[src/rtl/keypad_scanner.sv]
// 4x4 active-low keypad scanner: column strobing, 2-flop row synchroniser,
// whole-scan debounce and one-cycle key_valid. Define KEYPAD_REPEAT_EN to add auto-repeat.
module keypad_scanner #(
    parameter int SCAN_DIV       = 50000,
    parameter int DEBOUNCE_SCANS = 4,
    parameter int REPEAT_DELAY   = 32,
    parameter int REPEAT_RATE    = 8
) (
    input  logic       clk,
    input  logic       reset,
    input  logic [3:0] row_in,
    output logic [3:0] col_sel,
    output logic [3:0] key_code,
    output logic       key_valid,
    output logic       key_held
);

    localparam int DW = (SCAN_DIV > 1) ? $clog2(SCAN_DIV) : 1;
    localparam int CW = $clog2(DEBOUNCE_SCANS + 1);
    localparam logic [DW-1:0] DWELL_LAST = DW'(SCAN_DIV - 1);
    localparam logic [CW-1:0] DB_TARGET  = CW'(DEBOUNCE_SCANS);

    typedef enum logic [1:0] {
        S_IDLE,
        S_DEBOUNCE,
        S_PRESSED,
        S_RELEASE
    } state_t;

    if (SCAN_DIV < 2) begin : g_bad_scan_div
        $error("keypad_scanner: SCAN_DIV must be >= 2");
    end
    if (DEBOUNCE_SCANS < 1) begin : g_bad_debounce
        $error("keypad_scanner: DEBOUNCE_SCANS must be >= 1");
    end
    if (REPEAT_DELAY < 1 || REPEAT_RATE < 1) begin : g_bad_repeat
        $error("keypad_scanner: REPEAT_DELAY and REPEAT_RATE must be >= 1");
    end

    logic [3:0]    row_meta;
    logic [3:0]    row_sync;
    logic [DW-1:0] dwell_cnt;
    logic [1:0]    col_idx;
    logic          dwell_last;
    logic [15:0]   col_hits;
    logic [15:0]   key_map;
    logic          scan_done;
    logic [4:0]    n_down;
    logic [3:0]    single_code;
    logic          is_single;
    logic          cand_down;
    logic          rep_fire;
    state_t        state;
    logic [3:0]    cand;
    logic [CW-1:0] db_cnt;
    logic [CW-1:0] db_inc;

    always_ff @(posedge clk or posedge reset) begin
        if (reset) begin
            row_meta <= 4'hF;
            row_sync <= 4'hF;
        end else begin
            // NOTE: non-blocking so row_sync takes last cycle's row_meta -- two real flop stages.
            row_meta <= row_in;
            row_sync <= row_meta;
        end
    end

    assign dwell_last = (dwell_cnt == DWELL_LAST);

    always_ff @(posedge clk or posedge reset) begin
        if (reset) begin
            dwell_cnt <= '0;
            col_idx   <= 2'd0;
            col_sel   <= 4'b1110;
        end else if (dwell_last) begin
            dwell_cnt <= '0;
            col_idx   <= col_idx + 2'd1;
            col_sel   <= {col_sel[2:0], col_sel[3]};
        end else begin
            dwell_cnt <= dwell_cnt + DW'(1);
        end
    end

    // Keys seen in the column currently driven, indexed {row, col}.
    always_comb begin
        // NOTE: default first, so every path assigns col_hits and no latch is inferred.
        col_hits = '0;
        for (int r = 0; r < 4; r++) begin
            col_hits[{2'(r), col_idx}] = ~row_sync[r];
        end
    end

    // The map restarts with column 0 and is complete for one cycle after column 3.
    always_ff @(posedge clk or posedge reset) begin
        if (reset) begin
            key_map   <= '0;
            scan_done <= 1'b0;
        end else begin
            scan_done <= dwell_last && (col_idx == 2'd3);
            if (dwell_last) begin
                key_map <= ((col_idx == 2'd0) ? 16'h0000 : key_map) | col_hits;
            end
        end
    end

    always_comb begin
        n_down      = '0;
        single_code = '0;
        for (int i = 15; i >= 0; i--) begin
            if (key_map[i]) begin
                n_down      = n_down + 5'd1;
                single_code = 4'(i);
            end
        end
    end

    assign is_single = (n_down == 5'd1);
    assign cand_down = key_map[cand];
    assign db_inc    = db_cnt + CW'(1);

`ifdef KEYPAD_REPEAT_EN
    localparam int RW = $clog2(REPEAT_DELAY + REPEAT_RATE + 1);
    localparam logic [RW-1:0] REP_FIRST = RW'(REPEAT_DELAY);
    localparam logic [RW-1:0] REP_NEXT  = RW'(REPEAT_DELAY + REPEAT_RATE);

    logic [RW-1:0] rep_cnt;
    logic [RW-1:0] rep_inc;

    assign rep_inc  = rep_cnt + RW'(1);
    assign rep_fire = (state == S_PRESSED) && cand_down &&
                      ((rep_inc == REP_FIRST) || (rep_inc == REP_NEXT));

    // Counts held scans in PRESSED only; folds back to REP_FIRST after each periodic repeat.
    always_ff @(posedge clk or posedge reset) begin
        if (reset) begin
            rep_cnt <= '0;
        end else if (state != S_PRESSED) begin
            rep_cnt <= '0;
        end else if (scan_done && cand_down) begin
            rep_cnt <= (rep_inc == REP_NEXT) ? REP_FIRST : rep_inc;
        end
    end
`else
    assign rep_fire = 1'b0;
`endif

    always_ff @(posedge clk or posedge reset) begin
        if (reset) begin
            state     <= S_IDLE;
            cand      <= '0;
            db_cnt    <= '0;
            key_code  <= '0;
            key_valid <= 1'b0;
            key_held  <= 1'b0;
        end else begin
            key_valid <= 1'b0;
            if (scan_done) begin
                unique case (state)
                    S_IDLE: begin
                        if (is_single) begin
                            cand <= single_code;
                            if (DEBOUNCE_SCANS == 1) begin
                                key_code  <= single_code;
                                key_valid <= 1'b1;
                                key_held  <= 1'b1;
                                db_cnt    <= DB_TARGET;
                                state     <= S_PRESSED;
                            end else begin
                                db_cnt <= CW'(1);
                                state  <= S_DEBOUNCE;
                            end
                        end
                    end
                    S_DEBOUNCE: begin
                        if (is_single && (single_code == cand)) begin
                            if (db_inc == DB_TARGET) begin
                                key_code  <= cand;
                                key_valid <= 1'b1;
                                key_held  <= 1'b1;
                                db_cnt    <= DB_TARGET;
                                state     <= S_PRESSED;
                            end else begin
                                db_cnt <= db_inc;
                            end
                        end else begin
                            db_cnt <= '0;
                            state  <= S_IDLE;
                        end
                    end
                    S_PRESSED: begin
                        if (!cand_down) begin
                            if (DEBOUNCE_SCANS == 1) begin
                                db_cnt   <= '0;
                                key_held <= 1'b0;
                                state    <= S_IDLE;
                            end else begin
                                db_cnt <= CW'(1);
                                state  <= S_RELEASE;
                            end
                        end else if (rep_fire) begin
                            key_valid <= 1'b1;
                        end
                    end
                    S_RELEASE: begin
                        if (cand_down) begin
                            db_cnt <= DB_TARGET;
                            state  <= S_PRESSED;
                        end else if (db_inc == DB_TARGET) begin
                            db_cnt   <= '0;
                            key_held <= 1'b0;
                            state    <= S_IDLE;
                        end else begin
                            db_cnt <= db_inc;
                        end
                    end
                    default: begin
                        db_cnt <= '0;
                        state  <= S_IDLE;
                    end
                endcase
            end
        end
    end

endmodule

[config.mk]
export PLATFORM = sky130hd
export DESIGN_NAME = keypad_scanner
export DESIGN_NICKNAME = d
export VERILOG_FILES = /design/src/rtl/keypad_scanner.sv
export SDC_FILE = /design/constraint.sdc
export NUM_CORES = 1
export LEC_CHECK = 0
export ABC_CLOCK_PERIOD_IN_PS = 15400
export CAP_MARGIN = 20
export CORE_UTILIZATION = 45
export DETAILED_ROUTE_END_ITERATION = 10
export SYNTH_ARGS = -nofsm -noshare
export SYNTH_HDL_FRONTEND = slang
export SYNTH_SLANG_ARGS = --single-unit
[constraint.sdc]
create_clock -name clk -period 15.4 [get_ports clk]
set_clock_uncertainty 0.05 [all_clocks]
set_input_delay 3.08 -clock clk [delete_from_list [all_inputs] [get_ports clk]]
set_output_delay 3.08 -clock clk [all_outputs]
set_load 0.01 [all_outputs]
Word level (Yosys, flattened, before mapping)
Cells that the tools add are included.
{"block": "totals", "register_bits": 62, "inputBits": 6, "out_inout_bits": 10, "wordCells": 146}
{"block": "op_classes", "n_addsub": 18, "magnitude_cmp": 9, "n_eq_ne": 16, "muxes": 70, "bitwise": 6, "reduce_logical": 14}
{"cell": "adder 5 x 1 -> 5 bit (second input constant)", "count": 15}
{"cell": "two-way mux 5 bit", "count": 15}
{"cell": "two-way mux 4 bit", "count": 16}
{"cell": "bitwise mux 16 bit", "count": 3}
{"cell": "two-way mux 16 bit", "count": 2}
{"cell": "two-way mux 3 bit", "count": 6}
{"cell": "adder 16 x 1 -> 16 bit (second input constant)", "count": 1}
{"cell": "bitwise AND 16 x 4 -> 16 bit", "count": 1}
{"cell": "equality test 16 bit (second input constant)", "count": 1}
{"cell": "OR 16 bit", "count": 1}
{"cell": "less-than comparator 4 x 5 -> 1 bit (second input constant)", "count": 3}
{"cell": "two-way mux 1 bit", "count": 14}
{"cell": "two-way mux 2 bit", "count": 6}
{"cell": "!= test 2 bit (second input constant)", "count": 6}
{"cell": "case mux 3 bit (4 select lines)", "count": 1}
{"cell": "demux 1 bit (select 2 bit)", "count": 4}
{"cell": ">= comparator 4 x 1 -> 1 bit (second input constant)", "count": 2}
{"cell": "case mux 2 bit (4 select lines)", "count": 1}
{"cell": "equality test 2 bit (second input constant)", "count": 3}
{"cell": "logical AND 1 bit", "count": 6}
{"cell": "!= test 3 bit (second input constant)", "count": 2}
{"cell": "AND reduction 3 bit", "count": 2}
{"cell": "AND reduction 6 bit", "count": 1}
{"cell": "equality test 5 x 1 -> 1 bit (second input constant)", "count": 1}
{"cell": "16 further kinds", "count": 20}

Depth between registers and ports, before layout
{"block": "logic_depth", "ltp_word": 36, "mapped_depth": 52, "ltp_nobuf": 52}

Worst setup path before layout
No wires, ideal clock.
{"block": "synth_timing", "path_kind": "register to register", "from": "reg key_map[14]", "to": "reg key_code[0]", "setup_time_ns": 0.128, "arrival_time_ns": 9.226, "required_ns": 15.222, "path_slack_ns": 5.996, "stages_incl_launch_ff": 52, "n_path_buf": 0, "period_less_slack_ns": 9.404, "cell_sequence": "dfrtp_1 > inv_1 > ha_1 > xor2_1 > ha_1 > nand2_1 > o31ai_1 > ha_1 > mux2_2 > ha_1 > nor2b_1 > or2_2 > nor2_1 > ha_1 > nand2_1 > o31ai_1 > ha_1 > nor2b_1 > [16 not listed] > ha_1 > nand2_1 > o21ai_0 > ha_1 > nand2b_1 > o21ai_0 > inv_1 > ha_1 > nand2_1 > o21ai_0 > ha_1 > nand2_1 > a21o_1 > o311a_1 > nor3b_2 > nand3_2 > nor2_4 > mux2_1"}
{"block": "synth_between", "elab_chain_cells": 32, "elab_cells_between_ends": 48, "cone_classes": "14 x add/sub; 2 x eq/ne; 30 x mux; 2 x reduce/logical"}
{"element": "start, declared", "line": "46", "rtl": "logic [15:0] key_map;"}
{"element": "start signal, assigned", "line": "102", "rtl": "key_map <= ((col_idx == 2'd0) ? 16'h0000 : key_map) | col_hits;"}
{"element": "two-way mux 5 bit", "line": "111", "rtl": "if (key_map[i]) begin"}
{"element": "adder 5 x 1 -> 5 bit", "line": "112", "rtl": "n_down = n_down + 5'd1;"}
{"element": "two-way mux 5 bit", "line": "111"}
{"element": "adder 5 x 1 -> 5 bit", "line": "112"}
{"element": "two-way mux 5 bit", "line": "111"}
{"element": "adder 5 x 1 -> 5 bit", "line": "112"}
{"element": "two-way mux 5 bit", "line": "111"}
{"element": "adder 5 x 1 -> 5 bit", "line": "112"}
{"element": "[16 not listed]"}
{"element": "two-way mux 5 bit", "line": "111"}
{"element": "adder 5 x 1 -> 5 bit", "line": "112"}
{"element": "two-way mux 5 bit", "line": "111"}
{"element": "adder 5 x 1 -> 5 bit", "line": "112"}
{"element": "two-way mux 5 bit", "line": "111"}
{"element": "equality test 5 x 1 -> 1 bit", "line": "118", "rtl": "assign is_single = (n_down == 5'd1);"}
{"element": "logical AND 1 bit (*)", "line": "176", "rtl": "if (is_single && (single_code == cand)) begin"}
{"element": "AND reduction 4 bit (no source line) (*)"}
{"element": "end signal, assigned", "line": "164", "rtl": "key_code <= single_code;"}
{"element": "end signal, assigned", "line": "178", "rtl": "key_code <= cand;"}
{"element": "end, declared", "line": "13", "rtl": "output logic [3:0] key_code,"}
Every way passes the cells marked *; elsewhere a longest branch is shown, timed or not.
A chain may end at the register's enable or synchronous reset.

Worst setup path after layout
{"block": "layout_timing", "from": "reg key_map[14]", "to": "reg key_code[1]"}
Same word-level chain as after synthesis.

==> impl_metrics.csv <==
group,metric,value,unit
status,status,"finished, final reports clean",
critical_path,worstPathRequired,15.56,ns
critical_path,cpPeakStageDelay,0.44,ns
worst_hold_path,hold_path_startpoint,"row_meta[1]",
clocking,cts-htree-levels,3,
critical_path,worst_r2r_path_depth,51,
critical_path,reg2reg_to,"key_code[1]",
clocking,cts_tree,"yes",
timing,grt_setup_unrepaired,"no",
worst_hold_path,holdPathStages,0,
routing,wl_met3,189,um
timing,drv_slew,0,
power,power_density,64.1,nW/um^2
synth,synth.yosys.seq_area_share,34.8,%
final_layout,num_antenna_cells,0,
clocking,cts_buffers,9,
floorplan,core.rowCount,36,
clocking,cts_buffer_depth,2,
final_layout,final_net_count,512,
timing,hold_viol_final,0,
power,leakagePower,2.22,nW
critical_path,crit_slowest_cell,"o21ai_0",
final_layout,n_fill_cell,929,
critical_path,cpMostUsedCell,"ha_1",
critical_path,end_kind,"flop",
timing,min_period,10.38,ns
critical_path,crit_type,"reg2reg",
placed_design,gp_congestion,0.759,
worst_hold_path,hold_class,"reg2reg",
routing,drt-pass1-iter-count,4,
floorplan,die_x,102,um
clocking,clk_pin_slew_worst_paths,0.08,ns
job,drv_cap,0,
routing,post-route-drc-count,0,
final_layout,layout.cells.non_filler,621,
synth,syn_inst,474,
synth,synthesis.area,4490,sq um
final_layout,drive_gt1_share,11.9,%
routing,finalWirelength,8680,um
floorplan,die_y,102,um
global_routing,grt_pass1_vias,3313,
global_routing,track_usage,18.5,%
routing,post_drt_via_cell_ratio,5.43,
critical_path,cp-start-kind,"flop",
routing,wl_per_cell,14.0,um
final_layout,final_area,4940,sq um
timing,max_freq,96.3,MHz
clocking,cts_resized,0,
global_routing,antenna_found_initial,0,
synth,ys_ff_latch,62,
synth,synth_area_per_cell,9.48,sq um
power,ir_drop,0.0000495,V
final_layout,syn_to_final_growth,10.0,%
routing,wl_met1,4270,um
placed_design,placed_area,4730,sq um
timing,timing.hold.ws,0.307,ns
synth,yosys_warnings,0,
placed_design,dp_hpwl,6490,um
synth,synth_edf_count,0,
global_routing,grt_start_max_net_pins,63,
critical_path,path_delay_family,"adder cells",
timing,setup_viol,0,
timing,setup_tns,0,ns
synth,syn_nets,503,
clocking,cts_num_sinks,62,
routing,top_layer,"met4",
floorplan,top_level_ports,16,
routing,vias,3371,
clocking,holdBufCountCts,0,
floorplan,initial_core_util,46.2,%
synth,synth_cell_type_count,71,
clocking,postCtsSetupBuffers,0,
critical_path,worstPathArrival,10.55,ns
floorplan,fp.dieArea,10400,sq um
clocking,clkLatencyLatePin,0.34,ns
critical_path,cp_max_fo,7,
clocking,root_buffer,"clkbuf_8",
critical_path,path_buf_inv,4,
critical_path,r2r-start,"key_map[14]",
routing,first_iter_violations,108,
placed_design,port_buffers,15,
placed_design,placedCellCount,605,
routing,met2_length,4140,um
timing,max_slew_margin,47.8,%
timing,worstMarginPinSlew,0.776,ns
routing,antenna_left,0,
synth,async_flop_share,100,%
synth,synthFlopType,"dfrtp_1",
final_layout,final_common_cell,"nand2_1",
global_routing,overflow,0,
floorplan,core,9730,sq um
critical_path,worst-r2r-setup-slack,5.02,ns
timing,fin_crit_sh,67.4,%
worst_hold_path,hold_path_end,"row_sync[1]",
final_layout,mostFrequentLayoutCells,"nand2_1 (56), dfrtp_1 (51), nor2_1 (36), o21ai_0 (34)",
global_routing,grt_first_pass_wirelength,15300,um
==> report_power, final <==
part | total [mW] | switching (mW) | leakage (nW) | internal [mW]
Sequential | 0.165 | 0.000612 | 0.813 | 0.165
Combinational | 0.00450 | 0.00322 | 1.30 | 0.00128
Clock | 0.147 | 0.0668 | 0.103 | 0.0799
Total | 0.317 | 0.0707 | 2.22 | 0.246
==> cells by family after synthesis <==
| kind of cell | after synthesis | share of synthesized area [%] |
|---|---|---|
| compound gates | 97 | 14.5 |
| xor+xnor | 57 | 14.8 |
| fa+ha+maj | 23 | 6.41 |
| buf+inv | 41 | 3.73 |
| flops | 62 | 34.8 |
| mux | 19 | 5.96 |
| simple gates | 175 | 19.7 |
==> worst register-to-register path, delay by kind of cell (launching register included) <==
family	cells	cell delay, ns
multiplexers	2	0.60
AO/OA/AOI/OAI	10	1.76
XOR/XNOR	1	0.17
flip-flops	1	0.40
adder cells (fa/ha/maj)	14	4.03
buffers and inverters	4	0.31
AND/OR/NAND/NOR	20	2.94
==> synthesized netlist by cell type, types with 8 or more instances <==
| cell | n | area [sq um] |
|---|---|---|
| xnor2_1 | 23 | 201 |
| inv_1 | 22 | 82.6 |
| dfstp_2 | 11 | 289 |
| nand2_1 | 56 | 210 |
| a21oi_1 | 12 | 60.1 |
| nor4_1 | 8 | 50.1 |
| nand3_1 | 15 | 75.1 |
| clkbuf_1 | 14 | 52.6 |
| xor2_1 | 21 | 184 |
| dfrtp_1 | 51 | 1280 |
| nor2_1 | 36 | 135 |
| o21ai_0 | 34 | 170 |
| ha_1 | 23 | 288 |
| and2_1 | 9 | 56.3 |
==> metrics by stage <==
| stage | utilization, % | power, mW | worst slack, ns |
|---|---|---|---|
| after floorplan | - | 0.171 | 6.00 |
| after global placement | 48.7 | 0.173 | 5.26 |
| after detailed placement | 48.7 | 0.173 | 5.01 |
| after CTS | 50.8 | 0.320 | 4.96 |
| after global routing | 50.8 | 0.328 | 4.08 |
| final | 50.8 | 0.317 | 5.02 |
==> flip-flops by register name, summed over array words and instances, names as in the netlist, named ones only <==
signal / flops
state: 2
dwell_cnt: 16
key_code: 4
cand: 4
row_sync: 4
key_held: 1
scan_done: 1
col_sel: 4
key_valid: 1
col_idx: 2
row_meta: 4
key_map: 12
db_cnt: 3
==> layout make-up <==
type	count	area, sq um	share of cell area [%]
clock buffer	10	138	2.79
multi-input combinational	371	2760	55.8
clock inverter	6	68.8	1.39
timing repair buffer	16	158	3.19
inverter	23	86.3	1.75
tap	133	166	3.37
sequential	62	1570	31.7
==> per-layer routing <==
| metal | global-route usage (%) | vias to the layer above |
|---|---|---|
| met2 | 31.2 | 30 |
| met1 | 24.7 | 1620 |
| met4 | 4.51 | 0 |
| met3 | 3.49 | 9 |
| li1 | - | 1712 |
| met5 | 0 | - |
==> worst max-delay path by stage <==
stage	depth (start not counted)	startpoint	end	slack, ns
global route	51	key_map[14]	key_code[0]	4.08
finish	51	key_map[14]	key_code[1]	5.02
CTS	51	key_map[14]	key_code[1]	4.96
detailed placement	51	key_map[14]	key_code[1]	5.01
floorplan	51	key_map[14]	key_code[0]	6.00
global placement	51	key_map[14]	key_code[3]	5.26
Power figures use the tool's default switching activity.
